<file path="src/rtl/vc_buffer_arb.sv">
// Two-VC circular buffer stage with registered single-port output arbitration.
// Optional macro RR_ARB_EN selects round-robin arbitration instead of fixed VC0 priority.
module vc_buffer_arb #(
  parameter int unsigned BITNUMBER      = 6,
  parameter int unsigned LENGTH         = 4,
  parameter int unsigned ALMOST_FULL_TH = 3
) (
  input  logic                 clk,
  input  logic                 reset,
  input  logic [BITNUMBER-1:0] VC0_Data_in,
  input  logic                 VC0_wr,
  input  logic [BITNUMBER-1:0] VC1_Data_in,
  input  logic                 VC1_wr,
  input  logic                 out_stall,
  output logic [BITNUMBER-1:0] Data_out,
  output logic                 valid_out,
  output logic                 vc_out,
  output logic                 VC0_full,
  output logic                 VC0_empty,
  output logic                 VC1_full,
  output logic                 VC1_empty,
  output logic                 pause,
  output logic                 wr_error
);

  localparam int unsigned NUM_VC = 2;
  localparam int unsigned PTR_W  = $clog2(LENGTH);
  localparam int unsigned CNT_W  = PTR_W + 1;

  logic [BITNUMBER-1:0] mem     [NUM_VC][LENGTH];
  logic [PTR_W-1:0]     wr_ptr  [NUM_VC];
  logic [PTR_W-1:0]     rd_ptr  [NUM_VC];
  logic [CNT_W-1:0]     cnt     [NUM_VC];

  logic [BITNUMBER-1:0] wr_data_c [NUM_VC];
  logic [NUM_VC-1:0]    wr_req_c;
  logic [NUM_VC-1:0]    full_c;
  logic [NUM_VC-1:0]    empty_c;
  logic [NUM_VC-1:0]    wr_ok_c;
  logic [NUM_VC-1:0]    pop_c;
  logic                 pop_en_c;
  logic                 win_c;

`ifdef RR_ARB_EN
  logic                 last_served;
`endif

  // Occupancy decode, write acceptance and arbitration from start-of-cycle counts
  always_comb begin
    wr_req_c     = {VC1_wr, VC0_wr};
    wr_data_c[0] = VC0_Data_in;
    wr_data_c[1] = VC1_Data_in;
    full_c       = '0;
    empty_c      = '0;
    pop_c        = '0;
    for (int v = 0; v < int'(NUM_VC); v++) begin
      full_c[v]  = (cnt[v] == CNT_W'(LENGTH));
      empty_c[v] = (cnt[v] == '0);
    end
    wr_ok_c  = wr_req_c & ~full_c;
    pop_en_c = !out_stall && !(&empty_c);
`ifdef RR_ARB_EN
    // With both VCs ready the one not served last wins; otherwise the ready one
    win_c = (empty_c == '0) ? ~last_served : empty_c[0];
`else
    win_c = empty_c[0];
`endif
    if (pop_en_c) begin
      pop_c[win_c] = 1'b1;
    end
  end

  // Storage array; contents are don't-care after reset
  always_ff @(posedge clk) begin
    if (!reset) begin
      for (int v = 0; v < int'(NUM_VC); v++) begin
        if (wr_ok_c[v]) begin
          mem[v][wr_ptr[v]] <= wr_data_c[v];
        end
      end
    end
  end

  // Pointers, counts and registered output stage
  always_ff @(posedge clk) begin
    if (reset) begin
      for (int v = 0; v < int'(NUM_VC); v++) begin
        wr_ptr[v] <= '0;
        rd_ptr[v] <= '0;
        cnt[v]    <= '0;
      end
      Data_out  <= '0;
      valid_out <= 1'b0;
      vc_out    <= 1'b0;
      wr_error  <= 1'b0;
    end else begin
      for (int v = 0; v < int'(NUM_VC); v++) begin
        if (wr_ok_c[v]) begin
          wr_ptr[v] <= wr_ptr[v] + PTR_W'(1);
        end
        if (pop_c[v]) begin
          rd_ptr[v] <= rd_ptr[v] + PTR_W'(1);
        end
        cnt[v] <= cnt[v] + CNT_W'(wr_ok_c[v]) - CNT_W'(pop_c[v]);
      end
      valid_out <= pop_en_c;
      if (pop_en_c) begin
        Data_out <= mem[win_c][rd_ptr[win_c]];
        vc_out   <= win_c;
      end
      if (|(wr_req_c & full_c)) begin
        wr_error <= 1'b1;
      end
    end
  end

`ifdef RR_ARB_EN
  // Reset to VC1 so that VC0 is favoured on the first contended pop
  always_ff @(posedge clk) begin
    if (reset) begin
      last_served <= 1'b1;
    end else if (pop_en_c) begin
      last_served <= win_c;
    end
  end
`endif

  assign VC0_full  = full_c[0];
  assign VC0_empty = empty_c[0];
  assign VC1_full  = full_c[1];
  assign VC1_empty = empty_c[1];
  assign pause     = (cnt[0] >= CNT_W'(ALMOST_FULL_TH)) || (cnt[1] >= CNT_W'(ALMOST_FULL_TH));

endmodule

</file>
<file path="config.mk">
export PLATFORM = sky130hd
export DESIGN_NAME = vc_buffer_arb
export DESIGN_NICKNAME = d
export VERILOG_FILES = /design/src/rtl/vc_buffer_arb.sv
export SDC_FILE = /design/constraint.sdc
export NUM_CORES = 1
export LEC_CHECK = 0
export BUFFER_PORTS_ARGS = -buffer_cell sky130_fd_sc_hd__clkbuf_2
export CORE_AREA = 5 5 93 73
export CTS_BUF_LIST = sky130_fd_sc_hd__clkbuf_4 sky130_fd_sc_hd__clkbuf_8
export DETAILED_ROUTE_END_ITERATION = 7
export DIE_AREA = 0 0 98 78
export PLACE_DENSITY = 0.74
export SYNTH_ARGS = -nofsm -noshare
export SYNTH_HDL_FRONTEND = slang
export SYNTH_SLANG_ARGS = --single-unit
export TNS_END_PERCENT = 50
</file>
<file path="constraint.sdc">
create_clock -name clk -period 5.1 [get_ports clk]
set_clock_uncertainty 0.05 [all_clocks]
set_input_delay 0.51 -clock clk [delete_from_list [all_inputs] [get_ports clk]]
set_output_delay 0.51 -clock clk [all_outputs]
set_load 0.02 [all_outputs]
</file>
==> qor.txt, run 1 <==
Cell occurring most often along the worst timing path: sky130_fd_sc_hd__ha_1
Final number of setup-violating endpoints: 0
Peak fanout along the critical path: 10
Max transition margin: 50.6%
Worst-Skew Late Latency: 340 ps
Number of clock sinks seen by CTS: 71
#FFs+latches synth: 71
Worst hold path type: in -> reg
Post-route clock period utilization: 47.5%
Hold slack final: 333 ps
Final nets: 261
Congestion Overflow GR: 0
Most frequent cells in the layout: sky130_fd_sc_hd__edfxtp_1 (56), sky130_fd_sc_hd__clkbuf_2 (30), sky130_fd_sc_hd__inv_1 (20)
Cell at the root of the clock tree: sky130_fd_sc_hd__clkbuf_8
Largest buffer count on any clock path: 2
Setup Crit Path Kind: reg -> reg
Power per unit of standard cell area: 501 mW/mm²
CTS tree: done
Average size of a mapped cell: 15.5 µm²
Synthesis-to-layout area growth: 12.6%
Initial cell density of the core: 53.3%
Number of antenna violations at the first check in global routing: 0
Standard-cell row count: 24
Max stage delay on crit path: 590 ps
Final Hold Vio Count: 0
Routability-driven placement congestion ratio: 0.711
Detailed router's first-iteration violation count: 77
Cell count after synthesis: 197
Antenna Cells: 0
Die Y: 78 µm
Maximum number of pins on one net before global-route repair: 26
Slew @ Worst Pin: 739 ps
Outcome: finished clean
Setup crit end kind: flop
Number of remaining DRC errors: 0
Antenna Nets Post-Route: 0
DP Wirelength: 3800 µm
Number of hold buffers added after cts: 0
Critical-path top delay cell: sky130_fd_sc_hd__nor3_2
Final Max Tran Viols: 0
Standard cell core area: 0.00574 mm²
Area of the mapped netlist: 0.00305 mm²
Setup total negative slack: 0 ps
Setup ws final: 2680 ps
Ports placed on the boundary: 31
Worst Path Required: 5260 ps
Leak: 1.26 nW
Commonest non-fill, non-tap cell in the layout: sky130_fd_sc_hd__edfxtp_1
Post-placement worst setup slack: 2720 ps
Post-cts sizing count: 0
DIE WIDTH: 98 µm
Post-CTS repair timing setup buffer count: 0
Detailed-route via count: 1,644
Share of cells above drive strength 1: 26.6%
Final period demand of the worst path: 2420 ps
GRT Util Overall: 15.0%
Critical path, cell by cell: nor3_2 > nor3_1 > ha_1 > inv_1 > ha_1 > fa_1 > xnor2_1 > nor2_1
Count of yosys warnings during synthesis: 0
Inserted Clock Buffers: 9
Via count of the first global-routing pass: 1,684
Count of TritonRoute iterations in the first routing pass: 4
Distinct cell type count of the synthesized netlist: 31
Net Count, Synth: 230
Wire length of the first global-routing pass: 8490 µm
Total of max-cap violations: 0
Type of element launching the critical path: flop
Number of levels the H-tree was split into: 3
Max IR drop VDD: 0.281 mV
Die area: 0.00764 mm²
Clock transition at the register clock pins on the worst setup and hold paths after CTS: 70 ps
Avg Vias per Cell: 5.29
Post-synthesis sequential area ratio: 64.9%
Maximum clock rate: 0.413 GHz
Unrepaired setup endpoints after global routing: no
Quantity of I/O buffers inserted on ports: 30
Wire per inst: 16.6 µm
Overall routed net length: 5150 µm
Worst path arrival time: 2580 ps
-- report_power, final --
part,internal (mW),switching [mW]
Sequential,0.721,0.0742
Combinational,0.209,0.284
Clock,0.230,0.206
-- worst max-delay path, delay by kind of cell (launching register included) --
kind,cells,cell delay (ps)
XOR/XNOR,1,150
AND/OR/NAND/NOR,3,800
buffers and inverters,1,40
adder cells (fa/ha/maj),3,890
flip-flops,1,360
-- synthesized netlist by cell type, drive strengths merged --
cell / instances / area, µm²
edfxtp: 56 / 1680
inv: 21 / 81.3
dfxtp: 15 / 300
ha: 14 / 175
mux4: 12 / 270
nor3: 12 / 65.1
and2: 8 / 50.1
a2111oi: 6 / 60.1
nor2b: 6 / 37.5
nor4: 6 / 37.5
buf: 5 / 38.8
clkbuf: 5 / 18.8
nor2: 5 / 18.8
nor3b: 5 / 42.5
o21a: 4 / 30.0
or2: 4 / 25.0
xnor2: 4 / 35.0
fa: 2 / 40.0
o21ai: 2 / 10.0
a21o: 1 / 7.51
a221oi: 1 / 8.76
nand4: 1 / 6.26
o21bai: 1 / 7.51
or3: 1 / 6.26
-- sequential cells by signal (all words and copies together), names as in the netlist --
signal     count
Data_out       6
cnt            6
mem           48
rd_ptr         4
valid_out      1
vc_out         1
wr_error       1
wr_ptr         4
-- layer usage --
layer	vias to the layer above	track usage [%]	routed length, µm
met1	799	19.3	2360
met2	49	23.1	2450
li1	792	-	-
met3	4	6.18	289
met4	0	4.98	56
met5	-	0	0
-- stage by stage --
stage                     util (%)  cell area [µm²]  power (mW)  instances
after detailed placement      56.6             3240        1.30        295
final                         59.9             3440        1.72        311
after CTS                     59.9             3440        1.74        311
after global routing          59.9             3440        1.84        311
after floorplan                  -             3050        1.18        197
after global placement        56.6             3240        1.29        295
-- final timing paths --
kind	to	slack [ps]	from	depth (start not counted)
max	cnt[0][5]	2680	cnt[0][4]	8
min	mem[1][13]	330	VC1_Data_in[1]	1
max reg2reg	cnt[0][5]	2680	cnt[0][4]	8
min reg2reg	Data_out[4]	410	Data_out[4]	2
-- cell families (layout without fill, tap and decap cells) --
group	after synthesis	count (layout)	synth area share, %
muxes	12	12	8.85
adders and majority gates	16	16	7.05
buffers and inverters	31	67	4.55
xor gates and xnor gates	4	4	1.15
and+or+nand+nor	48	48	9.46
AOI/OAI and AO/OA	15	15	4.06
DFF	71	71	64.9
-- cell type report --
cell class	instances	area [µm²]
Clock buffer	10	131
Fill cell	439	2300
Tap cell	78	97.6
Inverter	21	81.3
Timing Repair Buffer	30	150
Clock inverter	6	62.6
Multi-Input combinational cell	95	933
Sequential cell	71	1980
Note: power is estimated with default switching activity, not from simulation.
==> run 2, diff against run 1 <==
--- a/config.mk
+++ b/config.mk
@@ -10,7 +10,7 @@
 export CTS_BUF_LIST = sky130_fd_sc_hd__clkbuf_4 sky130_fd_sc_hd__clkbuf_8
 export DETAILED_ROUTE_END_ITERATION = 7
 export DIE_AREA = 0 0 98 78
-export PLACE_DENSITY = 0.74
+export PLACE_DENSITY = 0.77
 export SYNTH_ARGS = -nofsm -noshare
 export SYNTH_HDL_FRONTEND = slang
 export SYNTH_SLANG_ARGS = --single-unit
==> constraint.sdc (replaced) <==
create_clock -name clk -period 1.95 [get_ports clk]
set_clock_uncertainty 0.05 [all_clocks]
set_input_delay 0.195 -clock clk [delete_from_list [all_inputs] [get_ports clk]]
set_output_delay 0.195 -clock clk [all_outputs]
set_load 0.02 [all_outputs]
==> run 2 against run 1 <==
The run now ends with setup timing left. Sequential cell count stayed put. Global-route usage up 0.89 points. Core utilization rose by 4.2 points. Clock-buffer cell count down 1. Total power grew to 2.7 times the previous value. Clock power rose by 130%. Critical endpoint is now cnt[0][4]. Largest power group unchanged.
==> qor.txt, run 2 (synthesis gave the netlist of run 1 again) <==
Grt met2 use: 23.9% (was 23.1%)
Overall routed net length: 5420 µm (was 5150 µm)
Clock transition at the register clock pins on the worst setup and hold paths after CTS: 80 ps (was 70 ps)
Detailed-route via count: 1,751 (was 1,644)
Setup crit end kind: flop (unchanged)
Count of TritonRoute iterations in the first routing pass: 4 (unchanged)
Total of max-cap violations: 0 (unchanged)
Final number of setup-violating endpoints: 4 (was 0)
DP Wirelength: 4150 µm (was 3800 µm)
Hold slack final: 23.1 ps (was 333 ps)
Post-placement worst setup slack: -203 ps (was 2720 ps)
Max stage delay on crit path: 430 ps (was 590 ps)
Wire per inst: 16.1 µm (was 16.6 µm)
Routability-driven placement congestion ratio: 0.801 (was 0.711)
Critical path, cell by cell: or3_4 > nor3_4 > ha_1 > inv_1 > ha_2 > fa_1 > nor2b_1 (was nor3_2 > nor3_1 > ha_1 > inv_1 > ha_1 > fa_1 > xnor2_1 > nor2_1)
Antenna Cells: 0 (unchanged)
Initial cell density of the core: 53.3% (unchanged)
GRT met3 Usage: 5.82% (was 6.18%)
Setup total negative slack: -300 ps (was 0 ps)
Leak: 1.37 nW (was 1.26 nW)
Power per unit of standard cell area: 1270 mW/mm² (was 501 mW/mm²)
Die area: 0.00764 mm² (unchanged)
Critical-path top delay cell: sky130_fd_sc_hd__or3_4 (was sky130_fd_sc_hd__nor3_2)
Worst path arrival time: 2250 ps (was 2580 ps)
Number of clock sinks seen by CTS: 71 (unchanged)
Synthesis-to-layout area growth: 20.5% (was 12.6%)
Standard-cell row count: 24 (unchanged)
Final Hold Vio Count: 0 (unchanged)
Share of cells above drive strength 1: 35.5% (was 26.6%)
Final Max Tran Viols: 0 (unchanged)
Worst-Skew Late Latency: 350 ps (was 340 ps)
Global routing met1 resource utilization: 21.0% (was 19.3%)
Detailed router's first-iteration violation count: 69 (was 77)
Finished Cell Area: 0.00368 mm² (was 0.00344 mm²)
Final nets: 287 (was 261)
DP Area: 0.00344 mm² (was 0.00324 mm²)
Number of levels the H-tree was split into: 3 (unchanged)
Final period demand of the worst path: 2070 ps (was 2420 ps)
Slew @ Worst Pin: 596 ps (was 739 ps)
Maximum number of pins on one net before global-route repair: 15 (was 26)
Post-route clock period utilization: 106% (was 47.5%)
Setup Crit Path Kind: reg -> reg (unchanged)
DIE WIDTH: 98 µm (unchanged)
Start point of the worst min-delay path: VC1_Data_in[2] (was VC1_Data_in[1])
Avg Vias per Cell: 5.20 (was 5.29)
GRT Util Overall: 15.8% (was 15.0%)
Type of element launching the critical path: flop (unchanged)
Number of antenna violations at the first check in global routing: 0 (unchanged)
Via count of the first global-routing pass: 1,755 (was 1,684)
Maximum clock rate: 0.484 GHz (was 0.413 GHz)
Setup ws final: -116 ps (was 2680 ps)
Number of remaining DRC errors: 0 (unchanged)
Standard cell core area: 0.00574 mm² (unchanged)
Failing checks: setup timing
Antenna Nets Post-Route: 0 (unchanged)
Quantity of I/O buffers inserted on ports: 30 (unchanged)
Commonest non-fill, non-tap cell in the layout: sky130_fd_sc_hd__edfxtp_1 (unchanged)
Most Crowded Layer GR: met2 (unchanged)
CTS tree: done (unchanged)
Die Y: 78 µm (unchanged)
Max transition margin: 60.1% (was 50.6%)
Max IR drop VDD: 0.562 mV (was 0.281 mV)
Unrepaired setup endpoints after global routing: yes (was no)
Most frequent cells in the layout: sky130_fd_sc_hd__edfxtp_1 (56), sky130_fd_sc_hd__clkbuf_2 (30), sky130_fd_sc_hd__buf_4 (21) (was sky130_fd_sc_hd__edfxtp_1 (56), sky130_fd_sc_hd__clkbuf_2 (30), sky130_fd_sc_hd__inv_1 (20))
Reg2reg start: cnt[0][0] (was cnt[0][4])
Inserted Clock Buffers: 9 (unchanged)
Peak fanout along the critical path: 3 (was 10)
Outcome: finished with violations (was finished clean)
Cell at the root of the clock tree: sky130_fd_sc_hd__clkbuf_8 (unchanged)
Worst Path Required: 2140 ps (was 5260 ps)
Wire length of the first global-routing pass: 8950 µm (was 8490 µm)
Ports placed on the boundary: 31 (unchanged)
Worst hold path type: in -> reg (unchanged)
Largest buffer count on any clock path: 2 (unchanged)
Crit path from: cnt[0][0] (was cnt[0][4])
Max reg flops: 48 (unchanged)
Congestion Overflow GR: 0 (unchanged)
-- run 2: final timing paths --
path	end	slack (ps)	cells after the start
min	mem[1][14]	20	1
min reg2reg	Data_out[1]	420	2
max reg2reg	cnt[0][4]	-120	7
max	cnt[0][4]	-120	7
-- run 2: metrics by stage --
step                      util (%)  std cells  power, mW
after global placement        59.9        315       3.60
after floorplan                  -        197       3.16
final                         64.2        337       4.66
after global routing          64.2        337       4.96
after detailed placement      59.9        315       3.64
after CTS                     64.0        336       4.70
-- run 2: final cells by class --
cell class / instances / area [µm²]
clock buffers: 9 / 124
inverters: 21 / 86.3
fillers: 424 / 2060
flip-flops and latches: 71 / 1990
multi-input cells: 95 / 978
repair buffers: 56 / 358
clock inverters: 7 / 48.8
well taps: 78 / 97.6
-- run 2: report_power, final --
group | leakage, nW | internal (mW) | switching, mW
logic | 0.645 | 0.731 | 0.831
registers | 0.646 | 1.89 | 0.190
clock network | 0.0793 | 0.460 | 0.553
-- run 2: what timing repair did --
item,in CTS,in global routing
hold buffers,5,0
endpoints found under the hold margin,18,0
setup endpoints to repair,4,22
pin swaps,2,1
gates resized for setup,2,1
buffers inserted,0,1
cloned,0,0
-- run 2: critical path: cells and delay by family (launching register included) --
kind                       cells  cell delay, ps
adders and majority gates      3             820
and+or+nand+nor                3             720
DFF                            1             310
buffers and inverters          1              60
-- run 2: routing by layer --
metal / part of all wire [%] / vias to the layer above
li1: - / 848
met1: 46 / 854
met2: 47 / 40
met3: 5.1 / 9
met4: 1.8 / 0
met5: 0 / -
==> run 3, diff against run 2 <==
--- a/config.mk
+++ b/config.mk
@@ -5,11 +5,14 @@
 export SDC_FILE = /design/constraint.sdc
 export NUM_CORES = 1
 export LEC_CHECK = 0
+export ABC_AREA = 1
 export BUFFER_PORTS_ARGS = -buffer_cell sky130_fd_sc_hd__clkbuf_2
-export CORE_AREA = 5 5 93 73
+export CELL_PAD_IN_SITES_DETAIL_PLACEMENT = 2
+export CELL_PAD_IN_SITES_GLOBAL_PLACEMENT = 2
+export CORE_AREA = 5 5 119 93
 export CTS_BUF_LIST = sky130_fd_sc_hd__clkbuf_4 sky130_fd_sc_hd__clkbuf_8
 export DETAILED_ROUTE_END_ITERATION = 7
-export DIE_AREA = 0 0 98 78
+export DIE_AREA = 0 0 124 98
 export PLACE_DENSITY = 0.77
 export SYNTH_ARGS = -nofsm -noshare
 export SYNTH_HDL_FRONTEND = slang
==> run 3 against run 2 <==
The flow now finishes without violations. Area after synthesis grew 8.7%. Combinational power grew 74%. Final cell count grew 62%. Worst hold slack lost 3.6 ps. Largest power group is now combinational cells. Sequential share of layout area shrank 5.2 points. Core utilization shrank 23 points. Clock power grew 37%. First-iteration DRC count grew 140%. Cell area grew 11%. Critical path depth grew 3. Total power grew 31%. Synthesized cell count grew 78%.
==> qor.txt, run 3 <==
Number of levels the H-tree was split into: 3 (unchanged)
Final Max Tran Viols: 0 (unchanged)
DP Wirelength: 7070 µm (was 4150 µm)
#FFs+latches synth: 71 (unchanged)
Overall routed net length: 9890 µm (was 5420 µm)
Congestion Overflow GR: 0 (unchanged)
GRT Util Overall: 17.9% (was 15.8%)
Synthesis-to-layout area growth: 22.7% (was 20.5%)
Final nets: 439 (was 287)
Antenna Nets Post-Route: 0 (unchanged)
Max reg flops: 48 (unchanged)
Routability-driven placement congestion ratio: 0.728 (was 0.801)
Worst hold path type: in -> reg (unchanged)
Count of yosys warnings during synthesis: 0 (unchanged)
Worst path arrival time: 2200 ps (was 2250 ps)
Cell at the root of the clock tree: sky130_fd_sc_hd__clkbuf_8 (unchanged)
Final number of setup-violating endpoints: 0 (was 4)
Number of clock sinks seen by CTS: 71 (unchanged)
Quantity of I/O buffers inserted on ports: 30 (unchanged)
Most used standard cell by instance count after synthesis: sky130_fd_sc_hd__nand2_1 (was sky130_fd_sc_hd__edfxtp_1)
Post-placement worst setup slack: -132 ps (was -203 ps)
Total of max-cap violations: 0 (unchanged)
Number of antenna violations at the first check in global routing: 0 (unchanged)
Standard cell core area: 0.00989 mm² (was 0.00574 mm²)
Setup ws final: 5.59 ps (was -116 ps)
Slew @ Worst Pin: 375 ps (was 596 ps)
Die Y: 98 µm (was 78 µm)
Maximum number of pins on one net before global-route repair: 30 (was 15)
Setup crit end kind: flop (unchanged)
Via count of the first global-routing pass: 2,816 (was 1,755)
Count of TritonRoute iterations in the first routing pass: 4 (unchanged)
DIE WIDTH: 124 µm (was 98 µm)
Number of enable flip-flop cells after synthesis: 56 (unchanged)
Largest buffer count on any clock path: 2 (unchanged)
Detailed router's first-iteration violation count: 169 (was 69)
Predominant post-synthesis flop cell: sky130_fd_sc_hd__edfxtp_1 (unchanged)
Clk pwr share: 22.7% (was 21.7%)
Worst Path Required: 2210 ps (was 2140 ps)
Max IR drop VDD: 0.394 mV (was 0.562 mV)
Wire length of the first global-routing pass: 16,000 µm (was 8950 µm)
Most used standard cells in the synthesized netlist: sky130_fd_sc_hd__nand2_1 (117), sky130_fd_sc_hd__edfxtp_1 (56), sky130_fd_sc_hd__inv_1 (52) (was sky130_fd_sc_hd__edfxtp_1 (56), sky130_fd_sc_hd__inv_1 (20), sky130_fd_sc_hd__dfxtp_1 (15))
Distinct cell type count of the synthesized netlist: 22 (was 31)
Power per unit of standard cell area: 1490 mW/mm² (was 1270 mW/mm²)
Final period demand of the worst path: 1940 ps (was 2070 ps)
Worst-Skew Late Latency: 370 ps (was 350 ps)
Leak: 1.91 nW (was 1.37 nW)
Area of the mapped netlist: 0.00332 mm² (was 0.00305 mm²)
Average size of a mapped cell: 9.49 µm² (was 15.5 µm²)
Sequential share of power: 32.8% (was 44.7%)
Wire per inst: 18.1 µm (was 16.1 µm)
Switching share of total power: 41.9% (was 33.8%)
Library cell occupying the most area in the post-synthesis netlist: sky130_fd_sc_hd__edfxtp_1 (unchanged)
Combinational group share of total power: 44.5% (was 33.5%)
Antenna Cells: 0 (unchanged)
Net Count, Synth: 383 (was 230)
Worst reg2reg path depth: 10 (was 7)
CTS tree: done (unchanged)
Setup Crit Path Kind: reg -> reg (unchanged)
Initial cell density of the core: 33.6% (was 53.3%)
Fraction of synthesis flops using an asynchronous set or reset pin: 0% (unchanged)
Most frequent cells in the layout: sky130_fd_sc_hd__nand2_1 (114), sky130_fd_sc_hd__edfxtp_1 (56), sky130_fd_sc_hd__inv_1 (47) (was sky130_fd_sc_hd__edfxtp_1 (56), sky130_fd_sc_hd__clkbuf_2 (30), sky130_fd_sc_hd__buf_4 (21))
Commonest non-fill, non-tap cell in the layout: sky130_fd_sc_hd__nand2_1 (was sky130_fd_sc_hd__edfxtp_1)
Clock transition at the register clock pins on the worst setup and hold paths after CTS: 90 ps (was 80 ps)
Cell count after synthesis: 350 (was 197)
Ports placed on the boundary: 31 (unchanged)
Type of element launching the critical path: flop (unchanged)
Internal Power: 3.53 mW (was 3.08 mW)
Avg Vias per Cell: 4.62 (was 5.20)
Outcome: finished clean (was finished with violations)
Leading cell types by total area after synthesis: sky130_fd_sc_hd__edfxtp_1 (51%), sky130_fd_sc_hd__nand2_1 (13%), sky130_fd_sc_hd__dfxtp_1 (9.0%) (was sky130_fd_sc_hd__edfxtp_1 (55%), sky130_fd_sc_hd__dfxtp_1 (9.8%), sky130_fd_sc_hd__mux4_2 (8.8%))
Standard-cell row count: 32 (was 24)
Max transition margin: 74.7% (was 60.1%)
Post-route clock period utilization: 99.7% (was 106%)
Finished Core Util: 41.2% (was 64.2%)
Switching power of the nets: 2.55 mW (was 1.57 mW)
Share of cells above drive strength 1: 22.4% (was 35.5%)
Number of remaining DRC errors: 0 (unchanged)
Unrepaired setup endpoints after global routing: yes (unchanged)
Peak fanout along the critical path: 3 (unchanged)
Post-synthesis sequential area ratio: 59.7% (was 64.9%)
Maximum clock rate: 0.514 GHz (was 0.484 GHz)
Inserted Clock Buffers: 9 (unchanged)
Die area: 0.0122 mm² (was 0.00764 mm²)
Worst hold path stage count: 1 (unchanged)
Portion of synthesized cell area occupied by the leading cell type: 50.6% (was 55.1%)
Detailed-route via count: 2,526 (was 1,751)
Setup slack of the worst register-to-register path: 6 ps (was -120 ps)
Final Hold Vio Count: 0 (unchanged)
## run 3: cell count changes in the layout (fill, tap and decap cells not counted), sizes merged, moves of 9 or more
cell	change
inv	+34
nand3	+32
mux4	-12
o21ai	+9
nand2	+118
nor3	-10
nor2	+22
## run 3: worst max-delay path, stage by stage (launching register included)
cell	delay (ps)
sky130_fd_sc_hd__dfxtp_2	350
sky130_fd_sc_hd__nor2_4	130
sky130_fd_sc_hd__nand2_4	80
sky130_fd_sc_hd__nand2_4	80
sky130_fd_sc_hd__inv_1	50
sky130_fd_sc_hd__ha_1	280
sky130_fd_sc_hd__inv_1	50
sky130_fd_sc_hd__ha_2	160
sky130_fd_sc_hd__fa_1	490
sky130_fd_sc_hd__inv_2	50
sky130_fd_sc_hd__nor2_4	110
## run 3: final cells by class
class	count	area (µm²)
clock buffers	9	124
well taps	136	170
flip-flops and latches	71	1990
clock inverters	7	103
fillers	1101	5820
repair buffers	57	374
inverters	53	199
multi-input cells	214	1110
## run 3: kinds of logic (layout without fill, tap and decap cells)
family	Yosys count	count (layout)	share of synthesized area, %
buffers and inverters	65	126	8.14
adder cells (fa/ha/maj)	16	16	6.48
AO/OA/AOI/OAI	13	13	2.41
XOR/XNOR	4	4	1.05
flip-flops	71	71	59.7
AND/OR/NAND/NOR	181	181	22.2
## run 3: per-layer routing
metal,vias up,wire length [µm],track usage (%)
met4,0,134,5.30
met5,-,0,0
met1,1251,4260,22.4
met2,40,5150,31.0
met3,11,349,3.65
li1,1224,-,-
## run 3: through the flow
stage	hold slack (ps)	std cells	total power [mW]	setup TNS, ps	instance area (µm²)
2_1_floorplan	216	350	3.69	-215	3330
3_3_place_gp	370	523	4.35	0	3720
3_5_place_dp	384	523	4.53	-309	3720
4_1_cts	3.29	546	6.10	0	4050
5_1_grt	5.72	547	6.56	-147	4070
6_report	19.5	547	6.08	0	4070
## run 3: what timing repair did
item,in CTS,in global routing
setup endpoints to repair,5,12
gates resized for setup,20,8
buffers inserted,4,1
pin swaps,4,1
hold endpoints to repair,12,2
hold buffers,3,1
gates cloned,0,0
## run 3: worst paths after layout
path | startpoint | endpoint
setup / recovery | cnt[0][1] | cnt[0][1]
hold / removal | VC0_Data_in[1] | mem[0][7]
setup reg to reg | cnt[0][1] | cnt[0][1]
hold reg to reg | wr_error | wr_error
## run 3: power by group through the flow
stage	sequential [mW]	clock, mW	combinational (mW)
3_3_place_gp	1.99	0	2.35
6_report	1.99	1.38	2.71
5_1_grt	2.02	1.48	3.06
4_1_cts	1.99	1.42	2.69
3_5_place_dp	2.02	0	2.52
2_1_floorplan	2.07	0	1.63
